`src/rtl/mem_arbiter.sv`:
```
// Two-port memory arbiter: pipeline MEM stage (port 0) and loader/DMA (port 1) share one data memory.
// Define MEM_ARB_ROUND_ROBIN_EN for round-robin arbitration; the default is fixed priority with port 0 winning.
module mem_arbiter #(
  parameter int unsigned DEPTH_WORDS = 1024
) (
  input  logic        clk,
  input  logic        reset,
  input  logic        p0_req,
  input  logic        p0_we,
  input  logic [31:0] p0_addr,
  input  logic [31:0] p0_wdata,
  output logic        p0_gnt,
  output logic        p0_rvalid,
  output logic [31:0] p0_rdata,
  input  logic        p1_req,
  input  logic        p1_we,
  input  logic [31:0] p1_addr,
  input  logic [31:0] p1_wdata,
  output logic        p1_gnt,
  output logic        p1_rvalid,
  output logic [31:0] p1_rdata,
  output logic        mem_we,
  output logic [31:0] mem_addr,
  output logic [31:0] mem_wdata,
  input  logic [31:0] mem_rdata,
  output logic        err
);

  localparam logic [1:0] IDLE   = 2'd0;
  localparam logic [1:0] SERVE0 = 2'd1;
  localparam logic [1:0] SERVE1 = 2'd2;

  localparam logic [32:0] ADDR_LIMIT = 33'(DEPTH_WORDS) << 2;

  logic [1:0]  state;
  logic        cap_we;
  logic        cap_legal;
  logic [31:0] cap_addr;
  logic [31:0] cap_wdata;
  logic        err_q;

  logic        grant;
  logic        sel1;
  logic        serving;
  logic        win_we;
  logic        win_legal;
  logic [31:0] win_addr;
  logic [31:0] win_wdata;

`ifdef MEM_ARB_ROUND_ROBIN_EN
  // prio1 set means port 1 wins the next tie; it flips to favour the loser of every grant.
  logic prio1;

  always_ff @(posedge clk or posedge reset) begin
    if (reset)      prio1 <= 1'b0;
    else if (grant) prio1 <= ~sel1;
  end

  assign sel1 = p1_req & (~p0_req | prio1);
`else
  assign sel1 = p1_req & ~p0_req;
`endif

  assign grant   = ~reset & (state == IDLE) & (p0_req | p1_req);
  assign p0_gnt  = grant & ~sel1;
  assign p1_gnt  = grant & sel1;
  assign serving = (state == SERVE0) | (state == SERVE1);

  always_comb begin
    win_we    = p0_we;
    win_addr  = p0_addr;
    win_wdata = p0_wdata;
    if (sel1) begin
      win_we    = p1_we;
      win_addr  = p1_addr;
      win_wdata = p1_wdata;
    end
    win_legal = (win_addr[1:0] == 2'b00) && ({1'b0, win_addr} < ADDR_LIMIT);
  end

  assign mem_we    = serving & cap_we & cap_legal;
  assign mem_addr  = cap_addr;
  assign mem_wdata = cap_wdata;
  assign err       = err_q;

  // Legality and the error flag are resolved at capture, so err is already high in the SERVE cycle.
  always_ff @(posedge clk or posedge reset) begin
    if (reset) begin
      state     <= IDLE;
      cap_we    <= 1'b0;
      cap_legal <= 1'b0;
      cap_addr  <= '0;
      cap_wdata <= '0;
      err_q     <= 1'b0;
      p0_rvalid <= 1'b0;
      p1_rvalid <= 1'b0;
      p0_rdata  <= '0;
      p1_rdata  <= '0;
    end else begin
      p0_rvalid <= (state == SERVE0) & ~cap_we;
      p1_rvalid <= (state == SERVE1) & ~cap_we;
      case (state)
        IDLE: begin
          if (grant) begin
            cap_we    <= win_we;
            cap_legal <= win_legal;
            cap_addr  <= win_addr;
            cap_wdata <= win_wdata;
            state     <= sel1 ? SERVE1 : SERVE0;
            if (!win_legal) err_q <= 1'b1;
          end
        end
        SERVE0: begin
          state <= IDLE;
          if (!cap_we) p0_rdata <= cap_legal ? mem_rdata : '0;
        end
        SERVE1: begin
          state <= IDLE;
          if (!cap_we) p1_rdata <= cap_legal ? mem_rdata : '0;
        end
        default: state <= IDLE;
      endcase
    end
  end

endmodule

```
`config.mk`:
```
export PLATFORM = sky130hd
export DESIGN_NAME = mem_arbiter
export DESIGN_NICKNAME = d
export VERILOG_FILES = /design/src/rtl/mem_arbiter.sv
export SDC_FILE = /design/constraint.sdc
export NUM_CORES = 1
export LEC_CHECK = 0
export BUFFER_PORTS_ARGS = -buffer_cell sky130_fd_sc_hd__buf_4
export CORE_MARGIN = 8
export CORE_UTILIZATION = 40
export DETAILED_ROUTE_END_ITERATION = 10
export HOLD_SLACK_MARGIN = 0.12
export PLACE_DENSITY = 0.87
export SYNTH_ARGS = -nofsm -noshare
export SYNTH_HDL_FRONTEND = slang
export SYNTH_SLANG_ARGS = --single-unit
export TNS_END_PERCENT = 50
```
`constraint.sdc`:
```
create_clock -name clk -period 5.1 [get_ports clk]
set_clock_uncertainty 0.15 [all_clocks]
set_input_delay 0.51 -clock clk [delete_from_list [all_inputs] [get_ports clk]]
set_output_delay 0.51 -clock clk [all_outputs]
set_load 0.01 [all_outputs]
```
==> results of run 1 <==
==> registers in the layout (all words and copies together) (netlist names) <==
register,count
cap_we,1
p1_rvalid,1
p0_rdata,32
p1_rdata,32
state,2
err,1
cap_legal,1
mem_wdata,32
mem_addr,32
p0_rvalid,1
==> layout make-up <==
class / count / share of cell area
multi-input cells: 302 / 0.209
well taps: 176 / 0.0261
clock buffers: 21 / 0.0569
repair buffers: 306 / 0.272
clock inverters: 11 / 0.0145
flip-flops and latches: 135 / 0.400
inverters: 48 / 0.0219
==> worst paths after layout <==
check	startpoint	end	cells after the start
min	p0_wdata[11]	mem_wdata[11]	3
min reg2reg	err	err	1
max in group asynchronous	reset	p0_rdata[25]	4
max reg2reg	state[0]	mem_wdata[1]	7
min in group asynchronous	reset	mem_wdata[9]	3
max	reset	p0_gnt	6
==> report_power, final <==
part	internal [mW]	leakage, nW	switching (mW)
logic	0.925	2.53	1.03
clock network	0.770	0.287	0.443
registers	1.55	1.72	0.282
==> per-layer routing <==
metal  part of all wire  routed length [µm]  track usage  vias to the layer above
li1                   -                   -            -                     2404
met1               0.38                7150        0.239                     2496
met2               0.50                9520        0.354                      254
met3              0.091                1720       0.0776                       40
met4              0.031                 579       0.0953                        0
met5                  0                   0            0                        -
==> metrics by stage <==
stage / area (µm²) / std cells / power [mW]
floorplan: 5480 / 525 / 2.69
global placement: 7840 / 966 / 3.76
detailed placement: 7840 / 966 / 3.83
CTS: 8450 / 999 / 5.06
global route: 8450 / 999 / 5.34
finish: 8450 / 999 / 5.00
==> Yosys cell counts, types with 3 or more instances <==
cell type and instances:
nor2_1 4, nor4_1 9, dfrtp_1 135, mux2i_1 22
nand2b_1 5, buf_2 10, clkbuf_1 30, nand2_1 118
ha_1 3, inv_1 48, o21ai_0 86, a222oi_1 43
==> kinds of logic (layout without fill, tap and decap cells) <==
group / count (synthesis) / in the layout / synth area share
AOI/OAI and AO/OA: 133 / 133 / 0.164
and+or+nand+nor: 144 / 144 / 0.109
DFF: 135 / 135 / 0.617
adders and majority gates: 3 / 3 / 0.00685
muxes: 22 / 22 / 0.0402
buffers and inverters: 88 / 386 / 0.0626
==> worst reg2reg max path: cells and delay by family, from the launching register on <==
family / cells / cell delay (ns)
flip-flops: 1 / 0.40
AO/OA/AOI/OAI: 1 / 0.34
buffers and inverters: 3 / 0.58
adder cells (fa/ha/maj): 1 / 0.26
AND/OR/NAND/NOR: 2 / 0.78
==> what timing repair did <==
action,CTS,global route
hold buffers,1,0
hold endpoints to repair,71,0
buffers inserted,0,0
endpoints found under the setup margin,0,0
==> flow_summary.ini, run 1 <==
[synthesis]
ys.flop_type = dfrtp_1
ys_types = 20
syn_inst = 525
async_reset_ff_frac = 1.00
syn-mean-instance-area_um2 = 10.4
synthTopCellsByArea = dfrtp_1, nand2_1, a222oi_1, o21ai_0, mux2i_1
ys_ff_latch = 135
synth_top_cell_area_share = 0.617
synth-seq-area-share = 0.617
yosysTopAreaCell = dfrtp_1
synth_area_um2 = 5480
yosysWarnings = 0
syn-num-nets = 694
synth_edf_count = 0

[sta]
tns_ns = 0
setup_ws_ns = 1.58
tightest_slew_ns = 1.13
setup_viol = 0
rsz0062_at_grt = no
hold_slack_ns = 0.160
slew-limit-headroom = 0.248
final-hold-violation-count = 0
period_needed_ns = 3.52
post-route-period-util = 0.691
finalMaxSlewViolations = 0
timing.fmax_mhz = 284

[global_routing]
gr-usage-all-layers = 0.213
grt_pass1_vias = 5445
overflow = 0
grt_pass1_wl_um = 29700
grt_max_degree = 74
antenna_found_initial = 0

[run_status]
status = finished, final reports clean

[routing]
ant_nets = 0
vias = 5194
vias_per_cell = 5.20
wl_per_cell_um = 19.0
drt_first_pass_iters = 8
drtIter0Drc = 403
wl_um = 19000
drc_errors = 0

[critical_path]
crit_top_cell = buf_4
path_buf_inv = 5
crit_path_start_kind = input port
crit_chain = dlygate4sd3_1 -> buf_4 -> inv_6 -> and3_1 -> buf_4 -> buf_4
crit_path_top_delay_cell = and3_1
r2r_slack_ns = 2.48
cp_slowest_stage_delay_ns = 0.56
path_class = in2out
arrival_ns = 2.86
critPathTopFamily = buffers and inverters
cp.required_ns = 4.44
worstSetupEndpointType = output pin
path_max_fanout = 73

[floorplanning]
die_x_um = 133
start_util = 0.412
rows = 42
core_area_um2 = 13300
die-area_um2 = 17700
die_h_um = 133
io_pins = 300

[placement]
gp_congestion = 0.876
port_buffers = 299
dp.final_hpwl_um = 14300
place_ws_ns = 2.12

[min_path]
hold_path_class = in2reg

[finish]
drive_above_1_share = 0.419
nets = 979
final_cell_mix = buf_4, dfrtp_1, nand2_1, o21ai_0, inv_1
antennaDiodeCount = 0
synthToLayoutAreaGrowth_pct = 54.3
n_fill_cell = 1079
seqCellArea_um2 = 3380
utilization = 0.636
multi_input_comb_area_um2 = 1760
layout_commonest_cell = buf_4

[clock_tree]
clk_pin_slew_ns = 0.06
clkLatencyLatePin_ns = 0.41
htree_levels = 4
cts_tree = built
ctsResizeCount = 0
cts_num_sinks = 135
cts_root_buf = clkbuf_16
cts_buffer_depth = 2
cts_buffers = 17

[job]
cap_violations = 0

[power]
power_density_nw_per_um2 = 592
ir_drop_v = 0.000313
power_leakage_nw = 4.54
No activity file was read; power rests on OpenSTA's default activity.
==> run 2, diff against run 1 <==
ABC_AREA = 1   (was not set)
PLACE_DENSITY = 0.86   (was 0.87)
clock period = 3 ns   (was 5.1 ns; I/O delays follow)
==> run 2 against run 1 <==
First-iteration DRC count is 35% higher. Utilization up 10 points. Largest power group unchanged. Critical path depth increased by 3. Sequential power up 80%. Sequential share of layout area is 6.9 points lower. Register-to-register slack worse by 2.2 ns. Highest routed layer unchanged. Synthesized cell count rose by 22%. Combinational power up 120%. Die area up 2.3%.
==> flow_summary.ini, run 2 <==
[run_status]
status = finished, final reports clean

[finish]
stdcell_area_um2 = 10200
synthToLayoutAreaGrowth_pct = 81.6
stdcell_count = 1282
seqCellArea_um2 = 3380
nets = 1253
layout_commonest_cell = buf_4
n_fill_cell = 834
drive_above_1_share = 0.317
multi_input_comb_area_um2 = 2050
final_cell_mix = buf_4, nand2_1, dlygate4sd3_1, dfrtp_1, nor2_1

[synthesis]
synth_edf_count = 0
synth_area_um2 = 5620
synth_top_cell_area_share = 0.601
syn-mean-instance-area_um2 = 8.81
synth-seq-area-share = 0.601
yosysTopAreaCell = dfrtp_1
yosysWarnings = 0
ys_types = 22
ys_ff_latch = 135
ys.flop_type = dfrtp_1
async_reset_ff_frac = 1.00
synthTopCellsByArea = dfrtp_1, nand2_1, nor2_1, a21oi_1, a22oi_1
synth.most_common_cell = nand2_1
yosys-top-cells-count = nand2_1, dfrtp_1, nor2_1, a21oi_1, nand3_1
syn_inst = 638
syn-num-nets = 807

[global_routing]
grt_pass1_vias = 7267
grt_pass1_wl_um = 39100
gr-usage-all-layers = 0.276
overflow = 0
antenna_found_initial = 2
grt_max_degree = 136

[routing]
vias_per_cell = 5.30
wl_per_cell_um = 19.9
drtIter0Drc = 545
vias = 6795
drc_errors = 0
wl_um = 25500
ant_nets = 0
drt_first_pass_iters = 5

[power]
power_density_nw_per_um2 = 947
power_frac_comb = 0.445
seqPwrFrac = 0.342
p_clk_frac = 0.213
p_sw_frac = 0.363
p_int_mw = 6.15
ir_drop_v = 0.000437
switchingPower_mw = 3.50
power_leakage_nw = 4.94

[placement]
port_buffers = 299
dp.final_hpwl_um = 14300
place_ws_ns = 0.852
placed_area_um2 = 8010
dp.cells = 1085
gp_congestion = 0.829

[clock_tree]
clk_pin_slew_ns = 0.06
htree_levels = 4
cts_buffer_depth = 2
cts_root_buf = clkbuf_16
cts_buffers = 17
clkLatencyLatePin_ns = 0.40
cts_tree = built
ctsResizeCount = 0
cts_num_sinks = 135

[sta]
hold_slack_ns = 0.159
setup_viol = 0
slew-limit-headroom = 0.414
rsz0062_at_grt = no
tightest_slew_ns = 0.878
timing.fmax_mhz = 370
post-route-period-util = 0.902
finalMaxSlewViolations = 0
final-hold-violation-count = 0
setup_ws_ns = 0.294
tns_ns = 0
period_needed_ns = 2.71

[floorplanning]
start_util = 0.406
die_x_um = 135
rows = 43
core_area_um2 = 13800
io_pins = 300
die_h_um = 135
die-area_um2 = 18100

[critical_path]
cp.required_ns = 3.19
path_buf_inv = 5
path_class = in2reg
crit_path_top_delay_cell = inv_2
crit_chain = dlygate4sd3_1 -> buf_4 -> clkinvlp_4 -> nand2_1 -> a21oi_2 -> inv_2 -> nand2_1 -> nand3_1 -> dlygate4sd3_1
arrival_ns = 2.90
worstSetupEndpointType = register
cp_slowest_stage_delay_ns = 0.64
path_max_fanout = 51
critPathTopFamily = buffers and inverters
crit_path_start_kind = input port

[min_path]
hold_path_class = in2reg

[job]
cap_violations = 0
==> run 2: cell count changes in the layout (fill, tap and decap cells not counted), sizes merged, moves of 37 or more <==
| cell | change |
|---|---|
| nand2 | +82 |
| a21oi | +65 |
| dlygate4sd3 | +159 |
| o21ai | -82 |
| inv | -37 |
| a222oi | -43 |
| nor2 | +98 |
==> run 2: what timing repair did <==
item / in CTS / in global routing
hold endpoints to repair: 263 / 0
hold buffers: 160 / 0
buffers inserted: 0 / 0
==> run 2: final cells by class <==
| class | instances | area share |
|---|---|---|
| Clock inverter | 13 | 0.0126 |
| Antenna cell | 5 | 0.00123 |
| Clock buffer | 19 | 0.0444 |
| Multi-Input combinational cell | 453 | 0.201 |
| Timing Repair Buffer | 466 | 0.383 |
| Sequential cell | 135 | 0.331 |
| Inverter | 11 | 0.00442 |
| Tap cell | 180 | 0.0221 |
==> run 2: per-stage QoR <==
stage	utilization	total power, mW
2_1_floorplan	-	4.84
3_3_place_gp	0.579	6.71
3_5_place_dp	0.579	6.85
4_1_cts	0.737	9.44
5_1_grt	0.737	10.2
6_report	0.738	9.66
==> run 2: kinds of logic (layout without fill, tap and decap cells) <==
family                     Yosys count  count (layout)  synth area share
buffers and inverters               50             509            0.0379
other                                0               5                 0
adders and majority gates            3               3           0.00668
DFF                                135             135             0.601
AOI/OAI and AO/OA                  118             118             0.123
and+or+nand+nor                    332             332             0.232
==> run 2: routing by layer <==
layer  up-vias  global-route usage  routed length, µm
li1       2998                   -                  -
met1      3188               0.295               8680
met2       503               0.461              12600
met3       106               0.103               2920
met4         0               0.160               1330
met5         -                   0                  0
==> run 2: path summary, 6_finish.rpt <==
check	from	endpoint	slack [ns]	cells after the start
setup / recovery	reset	mem_wdata[12]	0.29	9
hold / removal	p1_addr[0]	mem_addr[0]	0.16	3
setup reg to reg	state[1]	mem_wdata[12]	0.31	8
hold reg to reg	mem_addr[1]	mem_addr[1]	0.34	2
max in group asynchronous	reset	cap_legal	1.57	4
min in group asynchronous	reset	err	0.51	4
==> run 2: power groups by stage <==
stage                     Combinational (mW)  Sequential [mW]  Clock (mW)
after floorplan                         1.24             3.60           0
after global placement                  3.51             3.20           0
after CTS                               4.14             3.22        2.08
after global routing                    4.66             3.37        2.18
after detailed placement                3.62             3.24           0
final                                   4.30             3.30        2.06
==> run 2: worst register-to-register path, stage by stage, from the launching register on <==
cell and delay, ns:
dfrtp_1 0.36, inv_1 0.08, ha_1 0.21, nand2_1 0.21, a21oi_2 0.07, inv_2 0.64, nand2_1 0.20, nand3_1 0.13
dlygate4sd3_1 0.57
